===== config.mk =====
export PLATFORM = sky130hd
export DESIGN_NAME = keypad_lock
export DESIGN_NICKNAME = d
export VERILOG_FILES = /design/src/rtl/keypad_pkg.sv /design/src/rtl/tone_gen.sv /design/src/rtl/keypad_lock.sv
export SDC_FILE = /design/constraint.sdc
export NUM_CORES = 1
export LEC_CHECK = 0
export ABC_CLOCK_PERIOD_IN_PS = 5700
export CAP_MARGIN = 20
export CELL_PAD_IN_SITES_DETAIL_PLACEMENT = 1
export CELL_PAD_IN_SITES_GLOBAL_PLACEMENT = 2
export CORE_ASPECT_RATIO = 1.4
export CORE_UTILIZATION = 39
export CTS_CLUSTER_DIAMETER = 100
export DETAILED_ROUTE_END_ITERATION = 6
export GPL_ROUTABILITY_DRIVEN = 1
export PLACE_DENSITY = 0.81
export RECOVER_POWER = 25
export SLEW_MARGIN = 10
export SYNTH_ARGS = -nofsm -noshare
export SYNTH_HDL_FRONTEND = slang
export SYNTH_SLANG_ARGS = --single-unit

===== constraint.sdc =====
create_clock -name clk -period 5.7 [get_ports clk]
set_input_delay 1.14 -clock clk [delete_from_list [all_inputs] [get_ports clk]]
set_output_delay 1.14 -clock clk [all_outputs]
set_load 0.005 [all_outputs]

===== src/rtl/keypad_pkg.sv =====
// Shared definitions for the keypad lock: key codes, display glyphs,
// state and tone encodings, and the raw-key decoder.
package keypad_pkg;

  typedef enum logic [1:0] {
    ST_ENTRY   = 2'd0,
    ST_SET     = 2'd1,
    ST_OPEN    = 2'd2,
    ST_LOCKOUT = 2'd3
  } state_e;

  typedef enum logic [1:0] {
    TONE_CLICK   = 2'd0,
    TONE_SUCCESS = 2'd1,
    TONE_FAIL    = 2'd2
  } tone_e;

  typedef enum logic [2:0] {
    KEY_NONE,
    KEY_DIGIT,
    KEY_ENTER,
    KEY_SET,
    KEY_CLEAR,
    KEY_CLRTRIES
  } key_kind_e;

  typedef struct packed {
    key_kind_e  kind;
    logic [3:0] digit;
  } key_t;

  localparam logic [15:0] K_ENTER    = 16'h0001;
  localparam logic [15:0] K_SET      = 16'h0010;
  localparam logic [15:0] K_CLEAR    = 16'h1000;
  localparam logic [15:0] K_CLRTRIES = 16'h0100;

  localparam logic [3:0] GLYPH_BLANK   = 4'hF;
  localparam logic [3:0] GLYPH_SETFILL = 4'hD;
  localparam logic [3:0] GLYPH_PASS_HI = 4'hB;
  localparam logic [3:0] GLYPH_PASS_LO = 4'hC;

  function automatic key_t decode_key(input logic [15:0] oh);
    key_t k;
    k.kind  = KEY_NONE;
    k.digit = 4'd0;
    case (oh)
      16'h0008: begin k.kind = KEY_DIGIT; k.digit = 4'd0; end
      16'h0080: begin k.kind = KEY_DIGIT; k.digit = 4'd1; end
      16'h0040: begin k.kind = KEY_DIGIT; k.digit = 4'd2; end
      16'h0020: begin k.kind = KEY_DIGIT; k.digit = 4'd3; end
      16'h0800: begin k.kind = KEY_DIGIT; k.digit = 4'd4; end
      16'h0400: begin k.kind = KEY_DIGIT; k.digit = 4'd5; end
      16'h0200: begin k.kind = KEY_DIGIT; k.digit = 4'd6; end
      16'h8000: begin k.kind = KEY_DIGIT; k.digit = 4'd7; end
      16'h4000: begin k.kind = KEY_DIGIT; k.digit = 4'd8; end
      16'h2000: begin k.kind = KEY_DIGIT; k.digit = 4'd9; end
      K_ENTER:    k.kind = KEY_ENTER;
      K_SET:      k.kind = KEY_SET;
      K_CLEAR:    k.kind = KEY_CLEAR;
      K_CLRTRIES: k.kind = KEY_CLRTRIES;
      default:    k.kind = KEY_NONE;
    endcase
    return k;
  endfunction

endpackage


===== src/rtl/tone_gen.sv =====
// Buzzer square-wave generator for click, success and fail tones.
// A start pulse always restarts the tone from the high phase.
module tone_gen
  import keypad_pkg::*;
#(
  parameter int CLK_HZ = 50_000_000
) (
  input  logic  clk,
  input  logic  RST,
  input  logic  start,
  input  tone_e kind,
  output logic  buzzer
);

  localparam int CLICK_HALF = (CLK_HZ / 1000 > 0) ? CLK_HZ / 1000 : 1;
  localparam int SUCC_HALF  = (CLK_HZ / 2000 > 0) ? CLK_HZ / 2000 : 1;
  localparam int FAIL_HALF  = (CLK_HZ / 500 > 0) ? CLK_HZ / 500 : 1;
  localparam int CLICK_DUR  = CLK_HZ / 5;
  localparam int SUCC_DUR   = 3 * CLK_HZ / 5;
  localparam int FAIL_DUR   = 3 * CLK_HZ / 10;

  localparam int DW = $clog2(SUCC_DUR + 1);
  localparam int HW = $clog2(FAIL_HALF + 1);

  // Fail tone goes quiet between 1/10 s and 1/5 s of elapsed time,
  // expressed here as a window on the remaining-time counter.
  localparam logic [DW-1:0] SIL_HI = DW'(FAIL_DUR - 1 - CLK_HZ / 10);
  localparam logic [DW-1:0] SIL_LO = DW'(FAIL_DUR - 1 - CLK_HZ / 5);

  function automatic int half_of(input tone_e k);
    case (k)
      TONE_SUCCESS: return SUCC_HALF;
      TONE_FAIL:    return FAIL_HALF;
      default:      return CLICK_HALF;
    endcase
  endfunction

  function automatic int dur_of(input tone_e k);
    case (k)
      TONE_SUCCESS: return SUCC_DUR;
      TONE_FAIL:    return FAIL_DUR;
      default:      return CLICK_DUR;
    endcase
  endfunction

  logic          active;
  tone_e         kind_q;
  logic [HW-1:0] half_cnt;
  logic [DW-1:0] rem;
  logic          phase;
  logic [DW-1:0] rem_n;
  logic          phase_n;
  logic          silent_n;

  assign rem_n    = rem - DW'(1);
  assign phase_n  = (half_cnt == '0) ? ~phase : phase;
  assign silent_n = (kind_q == TONE_FAIL) && (rem_n <= SIL_HI) && (rem_n > SIL_LO);

  always_ff @(posedge clk) begin
    if (RST) begin
      active   <= 1'b0;
      kind_q   <= TONE_CLICK;
      half_cnt <= '0;
      rem      <= '0;
      phase    <= 1'b0;
      buzzer   <= 1'b0;
    end else if (start) begin
      active   <= 1'b1;
      kind_q   <= kind;
      half_cnt <= HW'(half_of(kind) - 1);
      rem      <= DW'(dur_of(kind) - 1);
      phase    <= 1'b1;
      buzzer   <= 1'b1;
    end else if (active) begin
      if (rem == '0) begin
        active <= 1'b0;
        phase  <= 1'b0;
        buzzer <= 1'b0;
      end else begin
        rem      <= rem_n;
        half_cnt <= (half_cnt == '0) ? HW'(half_of(kind_q) - 1) : half_cnt - HW'(1);
        phase    <= phase_n;
        buzzer   <= phase_n & ~silent_n;
      end
    end
  end

endmodule


===== src/rtl/keypad_lock.sv =====
// Keypad code lock: key-event detection, code entry/compare/change,
// failed-attempt lockout with a seconds countdown, and buzzer tones.
//
// state      | meaning
// ENTRY      | collecting digits of a candidate code
// SET        | collecting digits of a replacement code
// OPEN       | correct code accepted, PASS shown
// LOCKOUT    | keys ignored, remaining seconds shown
module keypad_lock
  import keypad_pkg::*;
#(
  parameter int                 DIGITS       = 3,
  parameter int                 MAX_TRIES    = 3,
  parameter int                 LOCK_SECS    = 20,
  parameter int                 CLK_HZ       = 50_000_000,
  parameter logic [4*DIGITS-1:0] DEFAULT_CODE = 12'h246
) (
  input  logic                clk,
  input  logic                RST,
  input  logic [15:0]         onehot,
  output logic [4*DIGITS-1:0] disp,
  output logic [3:0]          tries,
  output logic [1:0]          state,
  output logic                buzzer
);

  localparam int W  = 4 * DIGITS;
  localparam int PW = $clog2(CLK_HZ + 1);

  localparam logic [2:0]   CNT_FULL  = 3'(DIGITS);
  localparam logic [3:0]   TRY_LAST  = 4'(MAX_TRIES - 1);
  localparam logic [PW-1:0] PRE_LOAD = PW'(CLK_HZ - 1);
  localparam logic [W-1:0] BLANK_DISP = {DIGITS{GLYPH_BLANK}};
  localparam logic [W-1:0] SET_DISP   = {DIGITS{GLYPH_SETFILL}};

  function automatic logic [W-1:0] pass_glyph();
    logic [W-1:0] g;
    g = '0;
    for (int i = 0; i < DIGITS; i++)
      g[4*i +: 4] = (i < 2) ? GLYPH_PASS_LO : (i == 2) ? GLYPH_PASS_HI : GLYPH_BLANK;
    return g;
  endfunction

  localparam logic [W-1:0] PASS_DISP = pass_glyph();

  function automatic logic [W-1:0] lock_disp(input logic [6:0] s);
    logic [W-1:0] g;
    g      = BLANK_DISP;
    g[7:4] = 4'(s / 7'd10);
    g[3:0] = 4'(s % 7'd10);
    return g;
  endfunction

  logic [15:0] oh_q;
  logic        hold_q;
  logic        evt_q;
  key_t        key_q;
  logic        single_bit;

  assign single_bit = (onehot != '0) && ((onehot & (onehot - 16'd1)) == '0);

  // hold_q suppresses a key that was already down while reset was applied.
  always_ff @(posedge clk) begin
    if (RST) begin
      oh_q   <= '0;
      hold_q <= 1'b1;
      evt_q  <= 1'b0;
      key_q  <= '0;
    end else begin
      oh_q   <= onehot;
      hold_q <= hold_q && (onehot != '0);
      evt_q  <= !hold_q && (oh_q == '0) && single_bit;
      key_q  <= decode_key(onehot);
    end
  end

  state_e        st;
  logic [W-1:0]  code;
  logic [2:0]    cnt;
  logic [PW-1:0] pre;
  logic [6:0]    secs;
  logic          tone_start;
  tone_e         tone_kind;

  always_ff @(posedge clk) begin
    if (RST) begin
      st         <= ST_ENTRY;
      disp       <= BLANK_DISP;
      tries      <= '0;
      code       <= DEFAULT_CODE;
      cnt        <= '0;
      pre        <= '0;
      secs       <= '0;
      tone_start <= 1'b0;
      tone_kind  <= TONE_CLICK;
    end else begin
      tone_start <= 1'b0;
      if (st == ST_LOCKOUT) begin
        if (pre == '0) begin
          pre <= PRE_LOAD;
          if (secs == 7'd1) begin
            st   <= ST_ENTRY;
            disp <= BLANK_DISP;
            cnt  <= '0;
            secs <= '0;
          end else begin
            secs <= secs - 7'd1;
            disp <= lock_disp(secs - 7'd1);
          end
        end else begin
          pre <= pre - PW'(1);
        end
      end else if (evt_q) begin
        case (key_q.kind)
          KEY_DIGIT: begin
            if ((st == ST_ENTRY || st == ST_SET) && cnt < CNT_FULL) begin
              disp       <= {disp[W-5:0], key_q.digit};
              cnt        <= cnt + 3'd1;
              tone_start <= 1'b1;
              tone_kind  <= TONE_CLICK;
            end
          end
          KEY_ENTER: begin
            if ((st == ST_ENTRY || st == ST_SET) && cnt == CNT_FULL) begin
              cnt        <= '0;
              tone_start <= 1'b1;
              if (st == ST_SET) begin
                code      <= disp;
                st        <= ST_ENTRY;
                disp      <= BLANK_DISP;
                tone_kind <= TONE_SUCCESS;
              end else if (disp == code) begin
                st        <= ST_OPEN;
                disp      <= PASS_DISP;
                tries     <= '0;
                tone_kind <= TONE_SUCCESS;
              end else if (tries == TRY_LAST) begin
                st        <= ST_LOCKOUT;
                tries     <= '0;
                secs      <= 7'(LOCK_SECS);
                pre       <= PRE_LOAD;
                disp      <= lock_disp(7'(LOCK_SECS));
                tone_kind <= TONE_FAIL;
              end else begin
                tries     <= tries + 4'd1;
                disp      <= BLANK_DISP;
                tone_kind <= TONE_FAIL;
              end
            end
          end
          KEY_SET: begin
            if (st == ST_OPEN) begin
              st   <= ST_SET;
              disp <= SET_DISP;
              cnt  <= '0;
            end
          end
          KEY_CLEAR, KEY_CLRTRIES: begin
            st   <= ST_ENTRY;
            disp <= BLANK_DISP;
            cnt  <= '0;
            if (key_q.kind == KEY_CLRTRIES) tries <= '0;
          end
          default: ;
        endcase
      end
    end
  end

  assign state = st;

  tone_gen #(.CLK_HZ(CLK_HZ)) u_tone (
    .clk    (clk),
    .RST    (RST),
    .start  (tone_start),
    .kind   (tone_kind),
    .buzzer (buzzer)
  );

endmodule

; ---- After elaboration in Yosys (flattened, before gate mapping)
; Cells that the tools add are included.
[totals]
mem_count = 0
elab_cells = 212
out_inout_bits = 19
mem_bits_rw = 0
latch_bits = 0
reg_bits = 141
romBits = 0
[classes]
reduce_logical = 38
magnitude_cmp = 3
n_mul = 0
n_eq_ne = 43
div_mod_pow = 2
bitwise_logic = 6
n_shift = 0
addsub = 10
n_mux = 90
[ops]
columns = cell, n
row1 = two-way mux 26 bit, 8
row2 = two-way mux 17 bit, 10
row3 = two-way mux 25 bit, 5
row4 = two-way mux 12 bit, 6
row5 = one-hot mux 17 bit (2 select lines), 2
row6 = two-way mux 7 bit, 9
row7 = one-hot mux 25 bit (2 select lines), 1
row8 = one-hot mux 12 bit (4 select lines), 1
row9 = one-hot mux 4 bit (9 select lines), 1
row10 = "subtractor 17 x 2 -> 17 bit, second input constant", 2
row11 = logical NOT 16 bit, 2
row12 = logical NOT 26 bit, 1
row13 = two-way mux 2 bit, 13
row14 = "subtractor 26 x 1 -> 26 bit, second input constant", 1
row15 = "> comparator 25 x 23 -> 1 bit, second input constant", 1
row16 = "less-or-equal comparator 25 x 24 -> 1 bit, second input constant", 1
row17 = logical NOT 25 bit, 1
row18 = "subtractor 25 x 1 -> 25 bit, second input constant", 1
row19 = "subtractor 25 x 2 -> 25 bit, second input constant", 1
row20 = two-way mux 11 bit, 2
row21 = two-way mux 3 bit, 7
row22 = AND reduction 7 bit, 3
row23 = two-way mux 4 bit, 5
row24 = AND reduction 6 bit, 3
row25 = other kinds (59), 105

; ---- Logic depth before layout (Yosys ltp)
; Gate-level depths: netlist (run 1).
[depth]
word_depth = 11
ltp_mapped = 14

; ---- By module
; Synthesis (run 1) repeated with hierarchy kept, for this count alone.
[unflattened]
hier_cells = 1143
hier_area_um2 = 8876.0
[by_module_without_submodules]
columns = mod, instances, area_per_inst_um2, cells_each, seq_area_each_um2
row1 = keypad_lock, 1, 5380.2, 679, 1881.8
row2 = tone_gen, 1, 3495.9, 464, 940.9

; ---- Worst setup path after synthesis (run 1)
; No wires, ideal clock.
[synth_timing]
path_kind = reg2reg
from = register secs[0]
to = register disp[1]
t_arrival_ps = 2712
path_slack_ps = 2865
period_less_slack_ps = 2835
setup_time_ps = 123
stages_incl_launch_ff = 14
required_time_ps = 5577
path_cell_list = dfxtp_1 inv_1 ha_1 buf_1 nor2_1 o311a_1 a2bb2oi_1 a31oi_1 xnor2_1 ha_1 nand2_1 o2111a_1 nor4_1 nor3_1
[synth_between]
elab_chain_cells = 5
elab_cells_between_ends = 6
cone_classes = 1 x add/sub / 1 x div / 1 x eq/ne / 3 x mux
[synth_rtl]
columns = item, line_no
row1 = "start, declared", keypad_lock.sv:81  ; logic [6:0] secs;
row2 = "start signal, assigned", keypad_lock.sv:107  ; secs <= secs - 7'd1;
row3 = "start signal, assigned", keypad_lock.sv:140  ; secs <= 7'(LOCK_SECS);
row4 = subtractor 7 x 1 -> 7 bit, keypad_lock.sv:108  ; disp <= lock_disp(secs - 7'd1);
row5 = remainder unit 7 x 4 -> 7 bit, keypad_lock.sv:50  ; g[3:0] = 4'(s % 7'd10);
row6 = two-way mux 8 bit *, keypad_lock.sv:101  ; if (secs == 7'd1) begin
row7 = two-way mux 12 bit *, keypad_lock.sv:99  ; if (pre == '0) begin
row8 = two-way mux 12 bit *, keypad_lock.sv:98  ; if (st == ST_LOCKOUT) begin
row9 = "end signal, assigned", keypad_lock.sv:108
row10 = "end signal, assigned", keypad_lock.sv:117  ; disp <= {disp[W-5:0], key_q.digit};
row11 = "end signal, assigned", keypad_lock.sv:142  ; disp <= lock_disp(7'(LOCK_SECS));
row12 = "end, declared", keypad_lock.sv:21  ; output logic [4*DIGITS-1:0] disp,
; Mark *: on every way between the ends. The rest lies on a longest branch, timed or not. The select of a mux whose other input is x is not followed.
; A chain may end at the register's enable or synchronous reset.

==> metrics, run 1 <==
fmax about 0.23 GHz; synthesized flop and latch total roughly 140; Max Cap Viol 1; CP required about 6000 ps; final RePlAce weighted congestion between 0.8 and 0.9; drt total wl 25,690 um; Yosys top cell by area dfxtp_1; Cell Chain, Critical Path clkbuf_1 > clkinv_1 > a21oi_1 > o41ai_1; Synth Area in XOR/XNOR 0.08343; Synth Warn # 0; post-route ant nets 0; top post-synthesis cells by area dfxtp_1, xnor2_1, a21oi_1, nor2_1, nand2_1; area grow syn2layout 12.09%; largest family of logic cells by synthesized area simple AND/OR/NAND/NOR gates; Fin. Hold Viols 0; Clock Latency Late Sink around 430 ps; Multi-input gate area 0.005431 mm^2; Mapped Avg Cell Area between 7 and 8 um^2; core area approximately 0.022 mm^2; sequential cell area 0.002823 mm^2; htree depth 4; crit-path leading delay family buffers and inverters; synth unique cells 80; share of the synthesized area in the top cell type 0.3240; CTS buffer count 17; RSZ-0062 raised after global routing no; initial core utilization 0.3986; routed vias just over 8,000; Hold Crit Class reg2reg; Main synth FF type dfxtp_1; cell count after placement approximately 1,400; GRT Total Usage 0.2363; Remaining DRCs 0; Seq/Total Area, Yosys 0.3240; Post-Synth Simple-Gate Area 0.2810; Clock transition at path regs approximately 60 ps; Mapped Area slightly below 0.009 mm^2; syn_nets approximately 1,200; first-pass GRT wire length between 40,000 and 50,000 um; crit end category flop; met3 usage 0.03193; min Tclk post-route 4339 ps; nets 1,175; leakage power around 3.4 nW; gr ovfl total 0; Post-Synthesis Cells around 1,100; Hold Buf Count CTS 0; # IOs 37; Chip Height roughly 180 um; Adder-Cell Fraction of Synth Area 0.03504; period utilisation layout 0.7613; layout cell share with drive strength beyond 1 0.05488; Worst-Margin Slew slightly below 2000 ps; slowest CP cell clkbuf_1; PwrDens 218.8 mW/mm^2; Die ar. about 0.023 mm^2; DR pass1 iterations 4; vias in the first global route 8,350; final setup TNS 0 ps; TritonCTS clock tree built; Hold Path Stages 2; WP buf/inv 2; largest net degree at the start of global routing roughly 70; WL per Instance between 15 and 20 um; vias per inst ~5.7; number of synthesized flops with an enable pin 0; ant diodes 0; number of cell rows 64; Post-CTS Setup Inserts 0; CTS Buffer Depth 2; Slew Limit Fails 43; Compound-Gate Fraction of Synth Area 0.2137; iteration-0 DRC count of the detailed router around 310; PortBufs 36; maximum vdd drop 200.0 uV; grt met2 use 0.4439; FILL cells 2,665; CP Class in2reg; Root Driver clkbuf_16; Worst setup SP type primary input; Post-CTS Resized 0; mux cell area share after synthesis 0.009334; # setup viols final 0; GR peak layer met2; die width roughly 130 um; Crit path depth 4; R2R cell count 10; Slew headroom -0.3193; clock skew a little over 8 ps; Critical Path AT approximately 4600 ps; Crit Path Max Fanout 42; Async S/R FF share, synth 0; CTS Sinks ~140; half-perimeter wire length after placement 18,640 um; status complete, but fails checks; Finished Layout Cells between 1,000 and 1,500; Crit path largest cell delay about 1400 ps; GR Layer Usage met1 0.2629; failing checks max-capacitance violations, max-slew violations; initial antenna violation count 0
-- routing by layer --
metal,wire [um],vias to the layer above
met5,0,-
met3,430,52
li1,-,4093
met2,13540,86
met4,726,0
met1,10990,3998
-- registers in the layout (all words and copies together), names as in the netlist --
name and flops:
tries 4, u_tone.active 1, pre 26, u_tone.half_cnt 17
u_tone.rem 25, u_tone.kind_q 2, u_tone.phase 1, oh_q 16
secs 7, disp 12, tone_kind 2, evt_q 1
state 2, cnt 3, code 12, hold_q 1
u_tone.buzzer 1, key_q 7, tone_start 1
-- final cells by class --
| type | instances | share of cell area |
|---|---|---|
| clock buffers | 18 | 0.04497 |
| clock inverters | 14 | 0.01371 |
| inverters | 35 | 0.01345 |
| multi-input cells | 893 | 0.5561 |
| flip-flops and latches | 141 | 0.2890 |
| well taps | 297 | 0.03805 |
| repair buffers | 47 | 0.04471 |
-- cells in the mapped netlist, types with 11 or more instances --
cell	n
ha_1	22
nand2b_1	12
a21oi_1	106
nor3_1	63
nor2_1	127
xnor2_1	67
nand2_1	96
dfxtp_1	141
nor4_1	22
inv_1	30
nand4_1	12
a211oi_1	18
a31oi_1	14
nand3_1	54
clkbuf_1	66
or3_1	11
and3_1	13
o21ai_0	56
xor2_1	16
nor2b_1	22
-- worst paths after layout --
path / slack, ps / endpoint / start
setup / recovery: 1360 / key_q[4] / RST
hold / removal: 470 / code[5] / code[5]
setup reg to reg: 2130 / disp[4] / secs[0]
hold reg to reg: 470 / code[5] / code[5]
-- layout by cell type, fill, tap and decap left out, drive strengths merged, types with 9 or more instances in the layout --
master	n
nand4	12
a31oi	14
or4	10
nor2b	22
xor2	16
buf	11
inv	35
and3	13
nand3	54
or3	13
clkbuf	19
or2	9
nand2	96
a211oi	18
xnor2	67
nor3	64
dlygate4sd3	30
nand2b	12
ha	22
dfxtp	141
o21ai	56
o21a	10
nor2	127
a311oi	9
nor4	22
a21oi	106
-- cells by family after synthesis --
| group | Yosys count |
|---|---|
| mux | 8 |
| fa+ha+maj | 25 |
| buf+inv | 113 |
| xor+xnor | 83 |
| flops | 141 |
| simple gates | 486 |
| compound gates | 291 |
-- metrics by stage --
step / hold slack, ps / total power [mW] / setup slack (ps) / instance area (um^2) / util
after floorplan: 427.9 / 1.051 / 2866 / 8713 / -
after global placement: 454.0 / 1.077 / 2243 / 9198 / 0.4207
after detailed placement: 451.4 / 1.078 / 2167 / 9198 / 0.4207
after CTS: 471.8 / 2.173 / 2124 / 9771 / 0.4469
after global routing: 486.7 / 2.224 / 1073 / 9767 / 0.4468
final: 471.5 / 2.137 / 1361 / 9767 / 0.4468
-- tightest hold or removal path: stages (launching register included) --
cell and delay (ps):
dfxtp_1 320, nand2_1 50, a21oi_1 50
-- power by group --
group	total (mW)	switching, mW	internal, mW
sequential	0.993	0.00160	0.991
clock	1.08	0.466	0.618
combinational	0.0597	0.0391	0.0207
Note: power is estimated with default switching activity, not from simulation.
==> run 2: changes to the inputs <==
--- a/config.mk
+++ b/config.mk
@@ -5,16 +5,16 @@
 export SDC_FILE = /design/constraint.sdc
 export NUM_CORES = 1
 export LEC_CHECK = 0
-export ABC_CLOCK_PERIOD_IN_PS = 5700
+export ABC_CLOCK_PERIOD_IN_PS = 3600
 export CAP_MARGIN = 20
 export CELL_PAD_IN_SITES_DETAIL_PLACEMENT = 1
 export CELL_PAD_IN_SITES_GLOBAL_PLACEMENT = 2
 export CORE_ASPECT_RATIO = 1.4
-export CORE_UTILIZATION = 39
+export CORE_UTILIZATION = 33
 export CTS_CLUSTER_DIAMETER = 100
 export DETAILED_ROUTE_END_ITERATION = 6
 export GPL_ROUTABILITY_DRIVEN = 1
-export PLACE_DENSITY = 0.81
+export PLACE_DENSITY = 0.73
 export RECOVER_POWER = 25
 export SLEW_MARGIN = 10
 export SYNTH_ARGS = -nofsm -noshare
==> constraint.sdc (replaced) <==
create_clock -name clk -period 3.6 [get_ports clk]
set_input_delay 0.72 -clock clk [delete_from_list [all_inputs] [get_ports clk]]
set_output_delay 0.72 -clock clk [all_outputs]
set_load 0.005 [all_outputs]
==> run 2 against run 1 <==
The run still ends with max-capacitance violations, max-slew violations left. Core utilization shrank 5.9 points. Hold slack lost 6.7 ps. Largest cell class unchanged. Wire length grew 6.1%. Non-clock buffer count grew 29. Clock-buffer cell count grew 1.
==> metrics, run 2 (synthesis results as in run 1) <==
status complete, but fails checks; failing checks max-capacitance violations, max-slew violations; initial core utilization 0.3350 (-0.06361); gr ovfl total 0 (unchanged); min Tclk post-route ~3300 ps; Reg with most FFs pre; share of power burned in registers 0.436 (-0.029); period utilisation layout 0.9092; Root Driver clkbuf_16; Comb pwr share 0.027 (about the same); commonest cells after routing, fill and taps aside dfxtp_1, nor2_1, a21oi_1; GRT Total Usage 0.2094 (-0.02691); PwrDens 357.4 mW/mm^2 (+63%); die width 139.3 um (+8.6%); PortBufs 36 (unchanged); final setup TNS 0 ps (unchanged); Die ar. 0.02707 mm^2 (+18%); TritonCTS clock tree built; half-perimeter wire length after placement 20,070 um (+7.7%); maximum vdd drop 296.2 uV (+48%); Hold Path End hold_q; DR pass1 iterations 4 (unchanged); most common cell after layout, fill and taps aside dfxtp_1; ant diodes 0 (unchanged); # setup viols final 0 (unchanged); final RePlAce weighted congestion 0.8149 (-0.50%); Psw 0.8019 mW (+58%); # IOs 37 (unchanged); Max Cap Viol 1 (unchanged); initial antenna violation count 0 (unchanged); routed vias 8,387 (+1.9%); hold_sp hold_q; CTS Sinks 141 (unchanged); Critical Path AT 3590 ps (-1040 ps); clock network power share 0.537 (+0.030); Hold Buf Count CTS 0 (unchanged); Worst-Margin Slew 1620 ps (-359.1 ps); layout cell share with drive strength beyond 1 0.07823 (+0.02335); number of cell rows 70 (+9.4%); first-pass GRT wire length 45,590 um (+6.3%); CTS Buffer Depth 2 (unchanged); RSZ-0062 raised after global routing no; htree depth 4 (unchanged); CP Class reg2reg; Hold Path Stages 1 (-1); Worst setup SP type flop; vias per inst 5.591 (-1.8%); Crit Path Max Fanout 7 (-83%); clock skew 8.219 ps (+0.1461 ps); core area 0.02601 mm^2 (+19%); max reg flops 26 (unchanged); Slew Limit Fails 71 (+65%); post-route ant nets 0 (unchanged); CTS buffer count 17 (unchanged); Sw Ratio 0.2224 (-0.01488); largest net degree at the start of global routing 71 (unchanged); nets 1,204 (+2.5%); WL per Instance 18.17 um (+2.2%); Final Power 3.606 mW (+69%); Hold Crit Class reg2reg; vias in the first global route 8,854 (+6.0%); Chip Height 194.3 um (+8.6%); biggest regs pre x26, u_tone.rem x25, u_tone.half_cnt x17; Remaining DRCs 0 (unchanged); Reg-to-Reg Start secs[1]; Slew headroom -0.07990 (+0.2394); crit end category flop; CP required 3920 ps (-2070 ps); leakage power 3.629 nW (+5.3%); Clock Latency Late Sink 430 ps (about the same); R2R cell count 13 (+3); area grow syn2layout 15.78%; Clock transition at path regs 60 ps (about the same); r2r setup slk 330 ps (-1800 ps); drt total wl 27,260 um (+6.1%); iteration-0 DRC count of the detailed router 373 (+21%); Pint 2.804 mW (+72%); Fin. Hold Viols 0 (unchanged); Reg-to-Reg End disp[1]; fmax around 0.31 GHz
[run 2: cell count changes in the layout (fill, tap and decap cells not counted)]
cell and delta:
buf_4 +28, bufinv_16 +3, clkbuf_2 +1, inv_6 -3
clkbuf_8 +1, clkinvlp_4 -4, clkinv_4 +2, clkdlybuf4s50_1 +3
o311ai_2 +1, o311ai_1 -1, dlygate4sd3_1 -3
[run 2: worst max path at each step]
| stage | from | end | slack [ps] | depth (start not counted) |
|---|---|---|---|---|
| floorplan | secs[0] | disp[1] | 770 | 13 |
| global placement | onehot[2] | key_q[4] | 540 | 8 |
| detailed placement | secs[1] | disp[4] | 330 | 12 |
| CTS | secs[1] | disp[4] | 310 | 12 |
| global route | secs[1] | disp[1] | 20 | 13 |
| finish | secs[1] | disp[1] | 330 | 13 |
[run 2: power by group through the flow]
| stage | clock network, mW | logic, mW | registers [mW] |
|---|---|---|---|
| finish | 1.94 | 0.0972 | 1.57 |
| global route | 2.05 | 0.108 | 1.57 |
| CTS | 1.99 | 0.103 | 1.57 |
| detailed placement | 0 | 0.103 | 1.61 |
| global placement | 0 | 0.103 | 1.61 |
| floorplan | 0 | 0.0586 | 1.61 |
[run 2: per-stage QoR]
step	util	area (um^2)	worst slack (ps)	hold slack, ps	std cells
after floorplan	-	8713	765.5	427.9	1147
final	0.3878	10090	326.8	464.8	1500
after global placement	0.3634	9454	539.9	446.3	1468
after CTS	0.3880	10090	308.6	471.7	1499
after detailed placement	0.3634	9454	332.6	453.0	1468
after global routing	0.3878	10090	21.01	501.8	1500
[run 2: critical path, cell delays in order (launching register included)]
cell and delay (ps):
dfxtp_1 470, inv_1 110, ha_1 270, nor2b_1 160, o32a_1 290, o221ai_1 170
a2bb2oi_1 270, a31oi_1 130, xnor2_1 260, ha_1 280, nand2_1 80, o2111a_1 300
nor4_1 310, nor3_1 70
[run 2: timing repair]
action,in CTS,in global routing
resized for setup,0,1
setup buffers,0,0
endpoints found under the setup margin,0,1
hold endpoints to repair,0,0
[run 2: routing by layer]
layer | vias to the layer above | wire length [um] | part of all wire | track usage
met5 | - | 0 | 0 | 0
met4 | 0 | 715 | 0.026 | 0.08642
met1 | 4085 | 11320 | 0.42 | 0.2265
met2 | 107 | 14710 | 0.54 | 0.4003
li1 | 4142 | - | - | -
met3 | 53 | 507 | 0.019 | 0.03062
[run 2: final cells by class]
class,instances,area [um^2]
clock inverters,12,185.2
clock buffers,19,452.9
repair buffers,76,651.9
well taps,324,405.4
inverters,35,131.4
multi-input cells,893,5439
fillers,3171,15920
flip-flops and latches,141,2823
